`config.mk`:
```
export PLATFORM = sky130hd
export DESIGN_NAME = lsu_mem_ctrl
export DESIGN_NICKNAME = d
export VERILOG_FILES = /design/src/rtl/lsu_pkg.sv /design/src/rtl/lsu_lane_align.sv /design/src/rtl/lsu_mem_ctrl.sv
export SDC_FILE = /design/constraint.sdc
export NUM_CORES = 1
export LEC_CHECK = 0
export ABC_AREA = 1
export BUFFER_PORTS_ARGS = -buffer_cell sky130_fd_sc_hd__buf_2
export CAP_MARGIN = 10
export CORE_UTILIZATION = 54
export CTS_CLUSTER_DIAMETER = 100
export DETAILED_ROUTE_END_ITERATION = 8
export PLACE_DENSITY_LB_ADDON = 0.15
export SETUP_SLACK_MARGIN = 0.02
export SLEW_MARGIN = 20
export SYNTH_ARGS = -nofsm -noshare
export SYNTH_HDL_FRONTEND = slang
export SYNTH_SLANG_ARGS = --single-unit
export TNS_END_PERCENT = 50
```
`constraint.sdc`:
```
create_clock -name clk -period 2.7 [get_ports clk]
set_input_delay 0.27 -clock clk [delete_from_list [all_inputs] [get_ports clk]]
set_output_delay 0.27 -clock clk [all_outputs]
set_load 0.05 [all_outputs]
```
`src/rtl/lsu_pkg.sv`:
```
// Shared types and helpers for the load/store memory controller.
// Holds size/state encodings, the byte-lane base mask and load extension.
package lsu_pkg;

  typedef enum logic [1:0] {
    SZ_B   = 2'b00,
    SZ_H   = 2'b01,
    SZ_W   = 2'b10,
    SZ_ILL = 2'b11
  } size_e;

  typedef enum logic [2:0] {
    IDLE  = 3'd0,
    REQ0  = 3'd1,
    WAIT0 = 3'd2,
    REQ1  = 3'd3,
    WAIT1 = 3'd4,
    RESP  = 3'd5
  } lsu_state_e;

  function automatic logic [3:0] base_mask(size_e sz);
    case (sz)
      SZ_B:    base_mask = 4'b0001;
      SZ_H:    base_mask = 4'b0011;
      SZ_W:    base_mask = 4'b1111;
      default: base_mask = 4'b0000;
    endcase
  endfunction

  function automatic logic [31:0] extend(logic [31:0] v, size_e sz, logic uns);
    case (sz)
      SZ_B:    extend = {{24{~uns & v[7]}}, v[7:0]};
      SZ_H:    extend = {{16{~uns & v[15]}}, v[15:0]};
      SZ_W:    extend = v;
      default: extend = 32'h0;
    endcase
  endfunction

endpackage

```
`src/rtl/lsu_lane_align.sv`:
```
// Combinational lane steering: store mask/data across two word beats,
// and load reassembly from the two-beat buffer with sign/zero extension.
module lsu_lane_align
  import lsu_pkg::*;
(
  input  logic [1:0]  size,
  input  logic [1:0]  off,
  input  logic [31:0] wdata,
  input  logic [63:0] rbuf,
  input  logic        uns,
  output logic [7:0]  m8,
  output logic [63:0] d64,
  output logic [31:0] rdata
);

  logic [63:0] wshift;
  logic [63:0] rshift;

  always_comb begin
    m8     = {4'b0000, base_mask(size_e'(size))} << off;
    wshift = {32'h0, wdata} << {off, 3'b000};
    d64    = 64'h0;
    // Lanes outside the access are forced to zero on the bus.
    for (int i = 0; i < 8; i++) begin
      if (m8[i]) d64[8*i +: 8] = wshift[8*i +: 8];
    end
    rshift = rbuf >> {off, 3'b000};
    rdata  = extend(rshift[31:0], size_e'(size), uns);
  end

endmodule

```
`src/rtl/lsu_mem_ctrl.sv`:
```
// Load/store sequencer onto a single-ported data bus; splits misaligned
// accesses into two aligned beats, one bus transaction outstanding at a time.
module lsu_mem_ctrl
  import lsu_pkg::*;
(
  input  logic        clk,
  input  logic        rst,
  input  logic        req_valid,
  output logic        req_ready,
  input  logic        req_we,
  input  logic [31:0] req_addr,
  input  logic [1:0]  req_size,
  input  logic        req_unsigned,
  input  logic [31:0] req_wdata,
  output logic        rsp_valid,
  output logic [31:0] rsp_rdata,
  output logic        rsp_err,
  output logic        mem_req,
  input  logic        mem_gnt,
  output logic        mem_we,
  output logic [31:0] mem_addr,
  output logic [3:0]  mem_wmask,
  output logic [31:0] mem_wdata,
  input  logic        mem_rvalid,
  input  logic [31:0] mem_rdata
);

  lsu_state_e  state, state_nxt;
  logic        we_q;
  logic [31:0] addr_q;
  logic [1:0]  size_q;
  logic        uns_q;
  logic [31:0] wdata_q;
  logic        err_q;
  logic [63:0] buf_q;

  logic [7:0]  m8;
  logic [63:0] d64;
  logic [31:0] ld_rdata;
  logic        split;

  lsu_lane_align u_align (
    .size  (size_q),
    .off   (addr_q[1:0]),
    .wdata (wdata_q),
    .rbuf  (buf_q),
    .uns   (uns_q),
    .m8    (m8),
    .d64   (d64),
    .rdata (ld_rdata)
  );

  assign split = |m8[7:4];

  always_ff @(posedge clk) begin
    if (rst) begin
      state   <= IDLE;
      we_q    <= 1'b0;
      addr_q  <= 32'h0;
      size_q  <= 2'b00;
      uns_q   <= 1'b0;
      wdata_q <= 32'h0;
      err_q   <= 1'b0;
      buf_q   <= 64'h0;
    end else begin
      state <= state_nxt;
      if (state == IDLE && req_valid) begin
        we_q    <= req_we;
        addr_q  <= req_addr;
        size_q  <= req_size;
        uns_q   <= req_unsigned;
        wdata_q <= req_wdata;
        err_q   <= (req_size == SZ_ILL);
      end
      if (state == WAIT0 && mem_rvalid) buf_q[31:0]  <= mem_rdata;
      if (state == WAIT1 && mem_rvalid) buf_q[63:32] <= mem_rdata;
    end
  end

  always_comb begin
    state_nxt = state;
    req_ready = (state == IDLE) && !rst;
    mem_req   = 1'b0;
    mem_we    = 1'b0;
    mem_addr  = 32'h0;
    mem_wmask = 4'b0000;
    mem_wdata = 32'h0;
    rsp_valid = 1'b0;
    rsp_err   = 1'b0;
    rsp_rdata = 32'h0;

    case (state)
      IDLE: begin
        if (req_valid) state_nxt = (req_size == SZ_ILL) ? RESP : REQ0;
      end
      REQ0, REQ1: begin
        mem_req  = 1'b1;
        mem_we   = we_q;
        // Beat 1 targets the next word; the add wraps at the top of memory.
        mem_addr = {addr_q[31:2], 2'b00} + ((state == REQ1) ? 32'd4 : 32'd0);
        if (we_q) begin
          mem_wmask = (state == REQ1) ? m8[7:4]     : m8[3:0];
          mem_wdata = (state == REQ1) ? d64[63:32] : d64[31:0];
        end
        if (mem_gnt) begin
          if (!we_q)                          state_nxt = (state == REQ0) ? WAIT0 : WAIT1;
          else if (state == REQ0 && split)    state_nxt = REQ1;
          else                                state_nxt = RESP;
        end
      end
      WAIT0: begin
        if (mem_rvalid) state_nxt = split ? REQ1 : RESP;
      end
      WAIT1: begin
        if (mem_rvalid) state_nxt = RESP;
      end
      RESP: begin
        rsp_valid = 1'b1;
        rsp_err   = err_q;
        rsp_rdata = (err_q || we_q) ? 32'h0 : ld_rdata;
        state_nxt = IDLE;
      end
      default: state_nxt = IDLE;
    endcase
  end

endmodule

```
==> results.md, run 1 <==
| Item | Reported | Unit |
|---|---|---|
| Outcome | complete, but fails checks | - |
| Violated checks | setup timing | - |
| Crit start category | flop | - |
| Cell area power density | 897 | nW/um^2 |
| Fraction of the mapped netlist area in simple logic gates | 19.9 | % |
| Required time of the worst setup path | 2.43 | ns |
| Number of cells on the worst reg-to-reg path | 9 | - |
| Area used by multi-input combinational logic | 4580 | sq um |
| Reg clk slew, reported paths | 0.06 | ns |
| DRC | 0 | - |
| Fraction of layout cells with a size suffix above 1 | 27.8 | % |
| CP top delay family | simple AND/OR/NAND/NOR gates | - |
| Flops & latches, synth | 128 | - |
| Cell depth of the worst setup path | 15 | - |
| Post-route setup slack | -0.0971 | ns |
| XOR/XNOR share of the synthesized area | 1.01 | % |
| Final Max Tran Viols | 0 | - |
| Vias | 8979 | - |
| Final cell utilization of the core | 72.8 | % |
| Count of port buffers added during placement | 207 | - |
| # Max-Cap Violations | 0 | - |
| Sink Count | 128 | - |
| # hold bufs at CTS | 0 | - |
| Routed wirelength normalized by instance count | 16.2 | microns |
| Complex-gate fraction of the synthesized area | 32.4 | % |
| Worst setup slack before clock tree synthesis | -0.000124 | ns |
| Die X-Extent | 122 | microns |
| Seq/Total Area, Yosys | 32.9 | % |
| Aggregate global-route resource usage | 33.5 | % |
| Summed instance area of the synthesized netlist | 7780 | sq um |
| Final ANT Viol Nets | 0 | - |
| Clock Path Buffers | 2 | - |
| Clock Latency Late Sink | 0.43 | ns |
| Metal2 WL | 11800 | microns |
| Final total power | 0.00914 | W |
| Most Frequent Cell on Critical Path | sky130_fd_sc_hd__nand2_4 | - |
| Largest driver fanout on the critical path | 4 | - |
| CP max stage cell | sky130_fd_sc_hd__dfxtp_2 | - |
| Adder-Cell Fraction of Synth Area | 0.964 | % |
| Cell chain of the critical path | inv_4 -> nor3_4 -> ha_2 -> buf_6 -> ha_4 -> nand2_2 -> inv_2 -> nand2_4 -> nor2_4 -> nand2_4 -> nor2_4 -> nand2_4 -> o21ai_4 -> a21oi_4 -> buf_6 | - |
| Filler Cells Inserted | 1207 | - |
| Period utilisation layout | 104 | % |
| Final period demand of the worst path | 2.80 | ns |
| Detailed-route wire length | 25900 | microns |
| Vertical die dimension | 122 | microns |
| Final number of hold-violating endpoints | 0 | - |
| Headroom to the max-slew limit | 61.2 | % |
| Cells after Synth | 1213 | - |
| Library cells used by synthesis | 38 | - |
| Capturing element type of the critical path | output pin | - |
| Top achievable clock speed | 0.358 | GHz |
| Clock tree from TritonCTS | built | - |
| LEAKAGE | 4.33 | nW |
| Number of CTS-inserted buffers | 17 | - |
| Crit Path Class | flop to output pin | - |
| Type of the worst min-delay path | primary input to flop | - |
| Leading cell type in the layout, fill and taps excluded | sky130_fd_sc_hd__nand2_1 | - |
| Average instance area after synthesis | 6.42 | sq um |
| Most frequent cells in the layout | 207 x sky130_fd_sc_hd__nand2_1, 190 x sky130_fd_sc_hd__o21ai_0, 184 x sky130_fd_sc_hd__a21oi_1 | - |
| Top layer used by detailed routing | met5 | - |
| Sequential Area | 2570 | sq um |
| Post-place instance area | 9040 | sq um |
| CP bufs+invs | 4 | - |
| Fin Clk Skew | 0.00705 | ns |
| Global route total overflow | 0 | - |
| Final Cell Area | 10200 | sq um |
| Number of stages on the worst hold path | 3 | - |
| Worst path arrival time | 2.53 | ns |
| Core Footprint | 14000 | sq um |
| Unrepaired setup endpoints after global routing | yes | - |
| Sum of met3 wire segment lengths after detailed routing | 2440 | microns |
| Fraction of synthesized area in multiplexers | 0.145 | % |
| Worst IR drop on VDD | 580 | uV |
| Via count normalized by instance count | 5.63 | - |
| Maximum number of pins on one net before global-route repair | 61 | - |
| Met1 WL | 10900 | microns |
| Standard-cell row count | 43 | - |
| Count of synthesis-stage warnings from yosys | 0 | - |
| Number of top-level pins | 210 | - |
| Antenna violations before repair | 5 | - |
| Dominant combinational cell family by area after synthesis | compound AO/OA/AOI/OAI gates | - |
| Final Wtd Congestion | 0.908 | - |
| Post-detail-place hpwl | 17800 | microns |
| Drt first pass iters | 7 | - |
| Starting density of the core | 55.6 | % |
| CTS root buffer | sky130_fd_sc_hd__clkbuf_16 | - |
| Level count of the clock H-tree | 4 | - |
| Full die area | 14900 | sq um |
| Final setup viols | 7 | - |
| Via count of the first global-routing pass | 7810 | - |
| Worst-Margin Slew | 0.582 | ns |
| Area overhead of the layout relative to synthesis | 30.9 | % |
| Initial DRC count | 767 | - |
| Number of nets in the layout | 1513 | - |
| Wire length of the first global-routing pass | 39000 | microns |
| Delay contributed by the slowest stage of the critical path | 0.35 | ns |
-- worst reg2reg max path, delay by kind of cell (launching register included) --
family | cells | cell delay [ns]
buf+inv | 3 | 0.73
flops | 1 | 0.38
simple gates | 5 | 0.64
compound gates | 1 | 0.16
-- cells by family (layout without fill, tap and decap cells) --
logic type | Yosys count | after routing
AOI/OAI and AO/OA | 466 | 466
and+or+nand+nor | 363 | 363
buffers and inverters | 239 | 440
DFF | 128 | 128
xor gates and xnor gates | 9 | 9
adders and majority gates | 6 | 6
other | 1 | 3
muxes | 1 | 1
-- final cells by class --
type	count	area share [%]
diodes	1	0.0246
inverters	153	5.79
clock buffers	18	4.42
well taps	180	2.21
flip-flops and latches	128	25.3
clock inverters	14	1.52
repair buffers	255	15.8
multi-input cells	847	44.9
-- per-stage QoR --
step                      hold WS (ns)  setup TNS, ns  cells
after floorplan                  0.413          -3.40   1214
after global placement           0.438              0   1549
after detailed placement         0.445      -0.000124   1549
after CTS                       0.0860         -0.235   1587
after global routing            0.0927          -2.65   1596
final                           0.0838         -0.353   1596
-- per-layer routing --
metal / track usage, % / vias to the layer above
met5: 0 / -
met1: 43.5 / 4028
met3: 9.32 / 57
met2: 52.9 / 452
met4: 12.2 / 4
li1: - / 4438
-- cell usage after synthesis --
cell / number / share of area, %
sky130_fd_sc_hd__buf_6: 1 / 0.14
sky130_fd_sc_hd__clkinv_1: 1 / 0.048
sky130_fd_sc_hd__xor2_1: 8 / 0.90
sky130_fd_sc_hd__clkbuf_1: 45 / 2.2
sky130_fd_sc_hd__ha_1: 6 / 0.96
sky130_fd_sc_hd__o21ai_1: 7 / 0.45
sky130_fd_sc_hd__a21oi_1: 188 / 12
sky130_fd_sc_hd__nand2_2: 4 / 0.32
sky130_fd_sc_hd__nor2_4: 1 / 0.14
sky130_fd_sc_hd__inv_2: 9 / 0.43
sky130_fd_sc_hd__buf_4: 9 / 0.87
sky130_fd_sc_hd__buf_1: 1 / 0.048
sky130_fd_sc_hd__nor3_2: 2 / 0.26
sky130_fd_sc_hd__mux2_2: 1 / 0.14
sky130_fd_sc_hd__a31oi_1: 8 / 0.64
sky130_fd_sc_hd__o21ai_2: 3 / 0.34
sky130_fd_sc_hd__nor2_2: 2 / 0.16
sky130_fd_sc_hd__nor2_1: 62 / 3.0
sky130_fd_sc_hd__nand2_1: 214 / 10
sky130_fd_sc_hd__nor3_4: 2 / 0.42
sky130_fd_sc_hd__conb_1: 1 / 0.048
sky130_fd_sc_hd__nor3_1: 19 / 1.2
sky130_fd_sc_hd__inv_1: 143 / 6.9
sky130_fd_sc_hd__and3_1: 1 / 0.080
sky130_fd_sc_hd__dfxtp_1: 128 / 33
sky130_fd_sc_hd__nand3_2: 1 / 0.13
sky130_fd_sc_hd__nand3_1: 33 / 2.1
sky130_fd_sc_hd__a21oi_2: 8 / 0.90
sky130_fd_sc_hd__nor3b_1: 1 / 0.096
sky130_fd_sc_hd__a211oi_1: 41 / 4.0
sky130_fd_sc_hd__or2_2: 13 / 1.0
sky130_fd_sc_hd__o31ai_1: 8 / 0.77
sky130_fd_sc_hd__o21ai_0: 196 / 13
sky130_fd_sc_hd__nor4_1: 3 / 0.24
sky130_fd_sc_hd__xnor2_1: 1 / 0.11
sky130_fd_sc_hd__buf_2: 30 / 1.9
sky130_fd_sc_hd__nand4_1: 5 / 0.40
sky130_fd_sc_hd__o211ai_1: 7 / 0.68
-- where the power goes --
part / internal, W / switching, W
Clock: 0.00142 / 0.000926
Sequential: 0.00235 / 0.000343
Combinational: 0.00121 / 0.00288
-- what timing repair did --
item	in CTS	in global routing
setup buffers	6	8
pin swaps	8	13
endpoints found under the setup margin	45	74
resized for setup	55	86
cloned	0	0
-- sequential cells by signal (all words and copies together) (netlist names) --
signal and cells:
wdata_q 32, we_q 1, state 3, size_q 2
err_q 1, buf_q 56, uns_q 1, addr_q 32
-- worst paths after layout --
kind / slack, ns / end / start
hold / removal: 0.08 / wdata_q[15] / req_wdata[15]
hold reg to reg: 0.45 / buf_q[53] / buf_q[53]
setup reg to reg: 0.72 / state[2] / state[2]
setup / recovery: -0.1 / mem_addr[20] / state[1]
No activity file was read; power rests on OpenSTA's default activity.
==> run 2, diff against run 1 <==
--- a/config.mk
+++ b/config.mk
@@ -6,8 +6,9 @@
 export NUM_CORES = 1
 export LEC_CHECK = 0
 export ABC_AREA = 1
-export BUFFER_PORTS_ARGS = -buffer_cell sky130_fd_sc_hd__buf_2
+export BUFFER_PORTS_ARGS = -buffer_cell sky130_fd_sc_hd__clkbuf_2
 export CAP_MARGIN = 10
+export CORE_ASPECT_RATIO = 1.75
 export CORE_UTILIZATION = 54
 export CTS_CLUSTER_DIAMETER = 100
 export DETAILED_ROUTE_END_ITERATION = 8
==> run 2 against run 1 <==
  * The flow still finishes with violations (setup timing)
  * Critical path type unchanged
  * Wire length rose by 1.4%
  * Non-clock buffer count fell by 2
  * Register-to-register slack got worse by 0.06 ns
  * Design area rose by 0.84%
  * Utilization rose by 0.66 points
  * Hold slack got worse by 0.0038 ns
  * Via count rose by 0.85%
  * Sequential share of layout area fell by 0.23 points
==> results.md, run 2 (same netlist as run 1, synthesis figures left out) <==
| Item | Reported | Unit | Change |
|---|---|---|---|
| Starting density of the core | 55.7 | % | about the same |
| Cell area power density | 886 | nW/um^2 | -1.3% |
| Full die area | 14900 | sq um | +0.13% |
| Type of the worst min-delay path | primary input to flop | - |  |
| Antenna violations before repair | 2 | - | -3 |
| Crit Path Class | flop to output pin | - |  |
| DRC | 0 | - | unchanged |
| Post-route setup slack | -0.0808 | ns | +0.0163 ns |
| Unrepaired setup endpoints after global routing | yes | - |  |
| Drt first pass iters | 5 | - | -2 |
| Via count of the first global-routing pass | 8395 | - | +7.5% |
| Final ANT Viol Nets | 0 | - | unchanged |
| Flip-flop count of the largest register after layout | 56 | - | unchanged |
| LEAKAGE | 4.31 | nW | -0.50% |
| Final period demand of the worst path | 2.78 | ns | -0.0163 ns |
| Final number of hold-violating endpoints | 0 | - | unchanged |
| Final Max Tran Viols | 0 | - | unchanged |
| CP top delay family | simple AND/OR/NAND/NOR gates | - |  |
| Vias | 9055 | - | +0.85% |
| Number of nets in the layout | 1511 | - | -0.13% |
| Level count of the clock H-tree | 4 | - | unchanged |
| Fin Clk Skew | 0.00896 | ns | +0.00191 ns |
| Final setup viols | 4 | - | -3 |
| Standard-cell row count | 57 | - | +33% |
| Post-place instance area | 9250 | sq um | +2.3% |
| Most frequent cells in the layout | 208 x sky130_fd_sc_hd__nand2_1, 193 x sky130_fd_sc_hd__o21ai_0, 183 x sky130_fd_sc_hd__a21oi_1 | - |  |
| Most flop-heavy register | buf_q | - |  |
| Routed wirelength normalized by instance count | 16.5 | microns | +1.7% |
| Delay contributed by the slowest stage of the critical path | 0.33 | ns | -0.02 ns |
| # Max-Cap Violations | 0 | - | unchanged |
| Reg clk slew, reported paths | 0.06 | ns | about the same |
| Global route total overflow | 0 | - | unchanged |
| Required time of the worst setup path | 2.43 | ns | about the same |
| Worst IR drop on VDD | 486 | uV | -16% |
| Wire length of the first global-routing pass | 40400 | microns | +3.6% |
| Period utilisation layout | 103 | % | -0.60 points |
| CP max stage cell | sky130_fd_sc_hd__dfxtp_2 | - |  |
| Detailed-route wire length | 26200 | microns | +1.4% |
| Outcome | complete, but fails checks | - |  |
| Core Footprint | 14000 | sq um | about the same |
| Clock tree from TritonCTS | built | - |  |
| Number of top-level pins | 210 | - | unchanged |
| Headroom to the max-slew limit | 61.8 | % | +0.56 points |
| Clock Path Buffers | 2 | - | unchanged |
| Crit start category | flop | - |  |
| Final Cell Area | 10300 | sq um | +0.84% |
| Via count normalized by instance count | 5.69 | - | +1.2% |
| Clock Latency Late Sink | 0.42 | ns | about the same |
| CTS root buffer | sky130_fd_sc_hd__clkbuf_16 | - |  |
| Final Wtd Congestion | 0.994 | - | +9.4% |
| Most Frequent Cell on Critical Path | sky130_fd_sc_hd__inv_2 | - |  |
| Total Neg Setup Slack | -0.258 | ns | +0.0950 ns |
| Cell chain of the critical path | inv_2 -> nor3_4 -> ha_4 -> buf_4 -> nand3_4 -> inv_2 -> nand2_4 -> inv_2 -> nand4_1 -> nor2_2 -> xor2_1 -> nor2_2 -> buf_12 | - |  |
| Sink Count | 128 | - | unchanged |
| Area overhead of the layout relative to synthesis | 32.0 | % |  |
| Vertical die dimension | 161 | microns | +32% |
| Post-detail-place hpwl | 18200 | microns | +2.1% |
| Largest driver fanout on the critical path | 3 | - | -1 |
| Count of port buffers added during placement | 207 | - | unchanged |
| Fraction of layout cells with a size suffix above 1 | 27.8 | % | -0.031 points |
| Worst hold-check slack | 0.0800 | ns | -0.00379 ns |
| CP bufs+invs | 5 | - | +1 |
| # hold bufs at CTS | 0 | - | unchanged |
| Maximum number of pins on one net before global-route repair | 75 | - | +23% |
| Die X-Extent | 92.8 | microns | -24% |
| Worst path arrival time | 2.51 | ns | -0.02 ns |
| Aggregate global-route resource usage | 34.2 | % | +0.71 points |
| Number of CTS-inserted buffers | 17 | - | unchanged |
| Top achievable clock speed | 0.360 | GHz | +0.59% |
| Largest registers | buf_q x56, addr_q x32, wdata_q x32 | - |  |
| Capturing element type of the critical path | output pin | - |  |
| Violated checks | setup timing | - |  |
| Worst-Margin Slew | 0.573 | ns | -0.00847 ns |
| Initial DRC count | 599 | - | -22% |
| Leading cell type in the layout, fill and taps excluded | sky130_fd_sc_hd__nand2_1 | - |  |
[run 2: changes by cell type in the layout (fill, tap and decap cells not counted), sizes merged]
cell / previous run / this run
buf: 244 / 68
inv: 154 / 158
clkinv: 5 / 3
clkbuf: 29 / 203
clkinvlp: 6 / 4
[run 2: through the flow]
stage                     power [W]  setup WS (ns)  std cells  util (%)
after floorplan             0.00551         -0.281       1214         -
after global placement      0.00645         0.0951       1545      66.2
after detailed placement    0.00652        -0.0146       1545      66.2
after CTS                   0.00893        -0.0823       1584      71.8
after global routing        0.00962         -0.162       1591      73.5
final                       0.00910        -0.0808       1591      73.5
[run 2: path summary, 6_finish.rpt]
check | startpoint | to | slack, ns | depth (start not counted)
worst max-delay path | state[0] | mem_addr[21] | -0.08 | 13
worst min-delay path | req_addr[31] | addr_q[31] | 0.08 | 3
worst max register to register | state[2] | state[0] | 0.66 | 9
worst min register to register | buf_q[0] | buf_q[0] | 0.45 | 2
[run 2: layout make-up]
type | count | area, sq um
Antenna cell | 1 | 2.50
Clock buffer | 18 | 439
Clock inverter | 14 | 154
Fill cell | 1215 | 3710
Inverter | 153 | 583
Multi-Input combinational cell | 847 | 4580
Sequential cell | 128 | 2570
Tap cell | 177 | 221
Timing Repair Buffer | 253 | 1720
[run 2: timing repair]
action,CTS,global route
setup endpoints to repair,42,58
pin swaps,9,12
setup buffers,7,6
resized for setup,43,64
[run 2: metal layers]
metal | track usage [%] | wire length (microns) | part of all wire (%) | up-vias
met5 | 0 | 12 | 0.046 | -
met4 | 18.3 | 1220 | 4.6 | 2
met3 | 6.20 | 1870 | 7.1 | 91
met2 | 61.3 | 13500 | 51 | 423
met1 | 37.7 | 9660 | 37 | 4110
li1 | - | - | - | 4429
[run 2: worst register-to-register path: stages, from the launching register on]
cell	delay [ns]
sky130_fd_sc_hd__dfxtp_1	0.39
sky130_fd_sc_hd__buf_4	0.19
sky130_fd_sc_hd__nor2_4	0.05
sky130_fd_sc_hd__buf_4	0.20
sky130_fd_sc_hd__inv_2	0.38
sky130_fd_sc_hd__or2_2	0.22
sky130_fd_sc_hd__nand3_1	0.09
sky130_fd_sc_hd__nor2_1	0.19
sky130_fd_sc_hd__nand2_1	0.09
sky130_fd_sc_hd__a21oi_1	0.16
[run 2: power by group]
| part | internal, W | switching (W) |
|---|---|---|
| sequential | 0.00235 | 0.000332 |
| clock | 0.00140 | 0.000932 |
| combinational | 0.00124 | 0.00285 |
| total | 0.00498 | 0.00412 |
==> run 3, diff against run 2 <==
--- a/config.mk
+++ b/config.mk
@@ -12,7 +12,7 @@
 export CORE_UTILIZATION = 54
 export CTS_CLUSTER_DIAMETER = 100
 export DETAILED_ROUTE_END_ITERATION = 8
-export PLACE_DENSITY_LB_ADDON = 0.15
+export PLACE_DENSITY = 0.79
 export SETUP_SLACK_MARGIN = 0.02
 export SLEW_MARGIN = 20
 export SYNTH_ARGS = -nofsm -noshare
==> run 3 against run 2 <==
  * The flow still finishes with violations (setup timing)
  * Register-to-register slack gained 0.04 ns
  * Largest cell class unchanged
  * Fmax shrank 0.96%
  * Utilization rose by 0.38 points
  * Critical path type unchanged
  * Sequential share of layout area is 0.13 points lower
  * Via count is 1.1% higher
  * Flip-flop and latch count is the same
  * Non-clock buffer count is 3 lower
  * Hold slack barely moved
  * Worst setup slack got worse by 0.027 ns
  * Critical path depth is 1 lower
  * Wire length up 0.34%
  * Global-route usage up 0.13 points
==> results.md, run 3 (same netlist as run 1, synthesis figures left out) <==
| Item | Reported | Unit | Change |
|---|---|---|---|
| Reg clk slew, reported paths | 0.06 | ns | about the same |
| DRC | 0 | - | unchanged |
| Post-route setup slack | -0.108 | ns | -0.0270 ns |
| Clock share of power | 25.2 | % | -0.4 points |
| Via count of the first global-routing pass | 8442 | - | +0.56% |
| Required time of the worst setup path | 2.43 | ns | about the same |
| Final Max Tran Viols | 0 | - | unchanged |
| Level count of the clock H-tree | 4 | - | unchanged |
| Clock Latency Late Sink | 0.42 | ns | about the same |
| Standard-cell row count | 57 | - | unchanged |
| Critical path destination | mem_addr[10] | - |  |
| Worst IR drop on VDD | 568 | uV | +17% |
| Wire length of the first global-routing pass | 40500 | microns | +0.29% |
| Drt first pass iters | 7 | - | +2 |
| Number of top-level pins | 210 | - | unchanged |
| Flip-flop count of the largest register after layout | 56 | - | unchanged |
| Post-place instance area | 9180 | sq um | -0.70% |
| Violated checks | setup timing | - |  |
| Antenna cell count | 0 | - | -1 |
| Initial DRC count | 743 | - | +24% |
| CP max stage cell | sky130_fd_sc_hd__dfxtp_1 | - |  |
| Vias | 9151 | - | +1.1% |
| Dpl cells | 1540 | - | -0.32% |
| Full die area | 14900 | sq um | unchanged |
| Vertical die dimension | 161 | microns | unchanged |
| Starting density of the core | 55.7 | % | unchanged |
| CP top delay family | simple AND/OR/NAND/NOR gates | - |  |
| Worst R2R End | state[2] | - |  |
| Count of port buffers added during placement | 207 | - | unchanged |
| Clock Path Buffers | 2 | - | unchanged |
| Antenna violations before repair | 0 | - | -2 |
| Largest registers | buf_q x56, addr_q x32, wdata_q x32 | - |  |
| CTS root buffer | sky130_fd_sc_hd__clkbuf_16 | - |  |
| R2r setup slk | 0.70 | ns | +0.04 ns |
| Number of nets in the layout | 1508 | - | -0.20% |
| Unrepaired setup endpoints after global routing | yes | - |  |
| Period utilisation layout | 104 | % | +1.0 points |
| Final ANT Viol Nets | 0 | - | unchanged |
| Worst path arrival time | 2.54 | ns | +0.03 ns |
| Non-Filler Instances | 1586 | - | -0.31% |
| Cell area power density | 875 | nW/um^2 | -1.2% |
| Start of the worst register-to-register path | state[2] | - |  |
| Worst hold-check slack | 0.0796 | ns | -0.000410 ns |
| Most frequent cells in the layout | 204 x sky130_fd_sc_hd__nand2_1, 192 x sky130_fd_sc_hd__o21ai_0, 182 x sky130_fd_sc_hd__a21oi_1 | - |  |
| Final Cell Area | 10300 | sq um | +0.51% |
| Routed wirelength normalized by instance count | 16.6 | microns | +0.65% |
| Cell Int Power | 0.00495 | W | -0.69% |
| Type of the worst min-delay path | primary input to flop | - |  |
| Capturing element type of the critical path | output pin | - |  |
| Sink Count | 128 | - | unchanged |
| Clock tree from TritonCTS | built | - |  |
| Final Wtd Congestion | 1.01 | - | +1.9% |
| Top achievable clock speed | 0.356 | GHz | -0.96% |
| Aggregate global-route resource usage | 34.4 | % | +0.13 points |
| Final number of hold-violating endpoints | 0 | - | unchanged |
| Number of CTS-inserted buffers | 17 | - | unchanged |
| Area overhead of the layout relative to synthesis | 32.6 | % |  |
| # hold bufs at CTS | 0 | - | unchanged |
| Leading cell type in the layout, fill and taps excluded | sky130_fd_sc_hd__nand2_1 | - |  |
| Largest driver fanout on the critical path | 3 | - | unchanged |
| Cell depth of the worst setup path | 12 | - | -1 |
| # Max-Cap Violations | 0 | - | unchanged |
| Sequential Power Share | 29.6 | % | +0.2 points |
| Number of stages on the worst hold path | 3 | - | unchanged |
| Net switching share of the total power | 45.2 | % | about the same |
| LEAKAGE | 4.35 | nW | +0.93% |
| CP bufs+invs | 4 | - | -1 |
| Crit start category | flop | - |  |
| Number of cells on the worst reg-to-reg path | 9 | - | unchanged |
| Global route total overflow | 0 | - | unchanged |
| Via count normalized by instance count | 5.77 | - | +1.4% |
| Maximum number of pins on one net before global-route repair | 89 | - | +19% |
| Die X-Extent | 92.8 | microns | unchanged |
| Switching power total | 0.00409 | W | -0.75% |
| Delay contributed by the slowest stage of the critical path | 0.35 | ns | +0.02 ns |
| Core Footprint | 14000 | sq um | unchanged |
| Headroom to the max-slew limit | 56.0 | % | -5.8 points |
| Worst-Margin Slew | 0.660 | ns | +0.0863 ns |
| Detailed-route wire length | 26300 | microns | +0.34% |
| Post-detail-place hpwl | 18000 | microns | -1.4% |
| Filler Cells Inserted | 1149 | - | -5.4% |
| Fraction of layout cells with a size suffix above 1 | 28.2 | % | +0.36 points |
| Final period demand of the worst path | 2.81 | ns | +0.0270 ns |
| Outcome | complete, but fails checks | - |  |
| Crit Path Class | flop to output pin | - |  |
| Most flop-heavy register | buf_q | - |  |
| Launch point of the worst path | state[2] | - |  |
| Cell chain of the critical path | nor3_4 -> ha_4 -> ha_4 -> nand2_4 -> inv_4 -> nand2_4 -> buf_6 -> nor4_4 -> buf_4 -> nor2_1 -> a211oi_2 -> buf_6 | - |  |
| Final cell utilization of the core | 73.9 | % | +0.38 points |
| Final setup viols | 7 | - | +3 |
| Fin Clk Skew | 0.00646 | ns | -0.00250 ns |
| Comb pwr share | 45.2 | % | +0.2 points |
## run 3: layout make-up
type	instances	area, sq um	share of cell area [%]
Multi-Input combinational cell	847	4640	45.0
Sequential cell	128	2570	24.9
Timing Repair Buffer	250	1730	16.8
Inverter	153	583	5.65
Clock buffer	18	439	4.25
Tap cell	177	221	2.15
Clock inverter	13	139	1.35
## run 3: power by group through the flow
stage | Sequential, W | Combinational (W) | Clock (W)
2_1_floorplan | 0.00257 | 0.00294 | 0
3_3_place_gp | 0.00268 | 0.00373 | 0
3_5_place_dp | 0.00269 | 0.00378 | 0
4_1_cts | 0.00267 | 0.00389 | 0.00229
5_1_grt | 0.00271 | 0.00447 | 0.00237
6_report | 0.00267 | 0.00408 | 0.00228
## run 3: tightest hold or removal path, delay by kind of cell
kind / cells / cell delay [ns]
buf+inv: 1 / 0.08
simple gates: 1 / 0.05
compound gates: 1 / 0.05
## run 3: per-layer routing
metal	share of wire, %	routed length (microns)	up-vias	global-route usage (%)
met1	36	9460	4153	37.1
met4	5.6	1480	0	20.0
li1	-	-	4416	-
met3	7.9	2070	104	7.34
met5	0	0	-	0
met2	51	13300	478	60.7
## run 3: worst min-delay path by stage
stage	slack [ns]	from	to
after floorplan	0.41	req_wdata[10]	wdata_q[10]
after global placement	0.44	buf_q[50]	buf_q[50]
after detailed placement	0.44	buf_q[50]	buf_q[50]
after CTS	0.07	req_wdata[13]	wdata_q[13]
after global routing	0.1	req_wdata[12]	wdata_q[12]
final	0.08	req_wdata[12]	wdata_q[12]
## run 3: through the flow
| step | setup TNS (ns) | total power [W] | setup slack (ns) |
|---|---|---|---|
| global placement | 0 | 0.00641 | 0.0604 |
| finish | -0.332 | 0.00903 | -0.108 |
| global route | -1.77 | 0.00955 | -0.205 |
| floorplan | -3.40 | 0.00551 | -0.281 |
| CTS | -0.368 | 0.00885 | -0.121 |
| detailed placement | -0.0707 | 0.00648 | -0.0707 |
## run 3: timing repair
item,in CTS,in global routing
buffers inserted,11,7
resized for setup,58,108
pin swaps,10,20
setup endpoints to repair,32,68
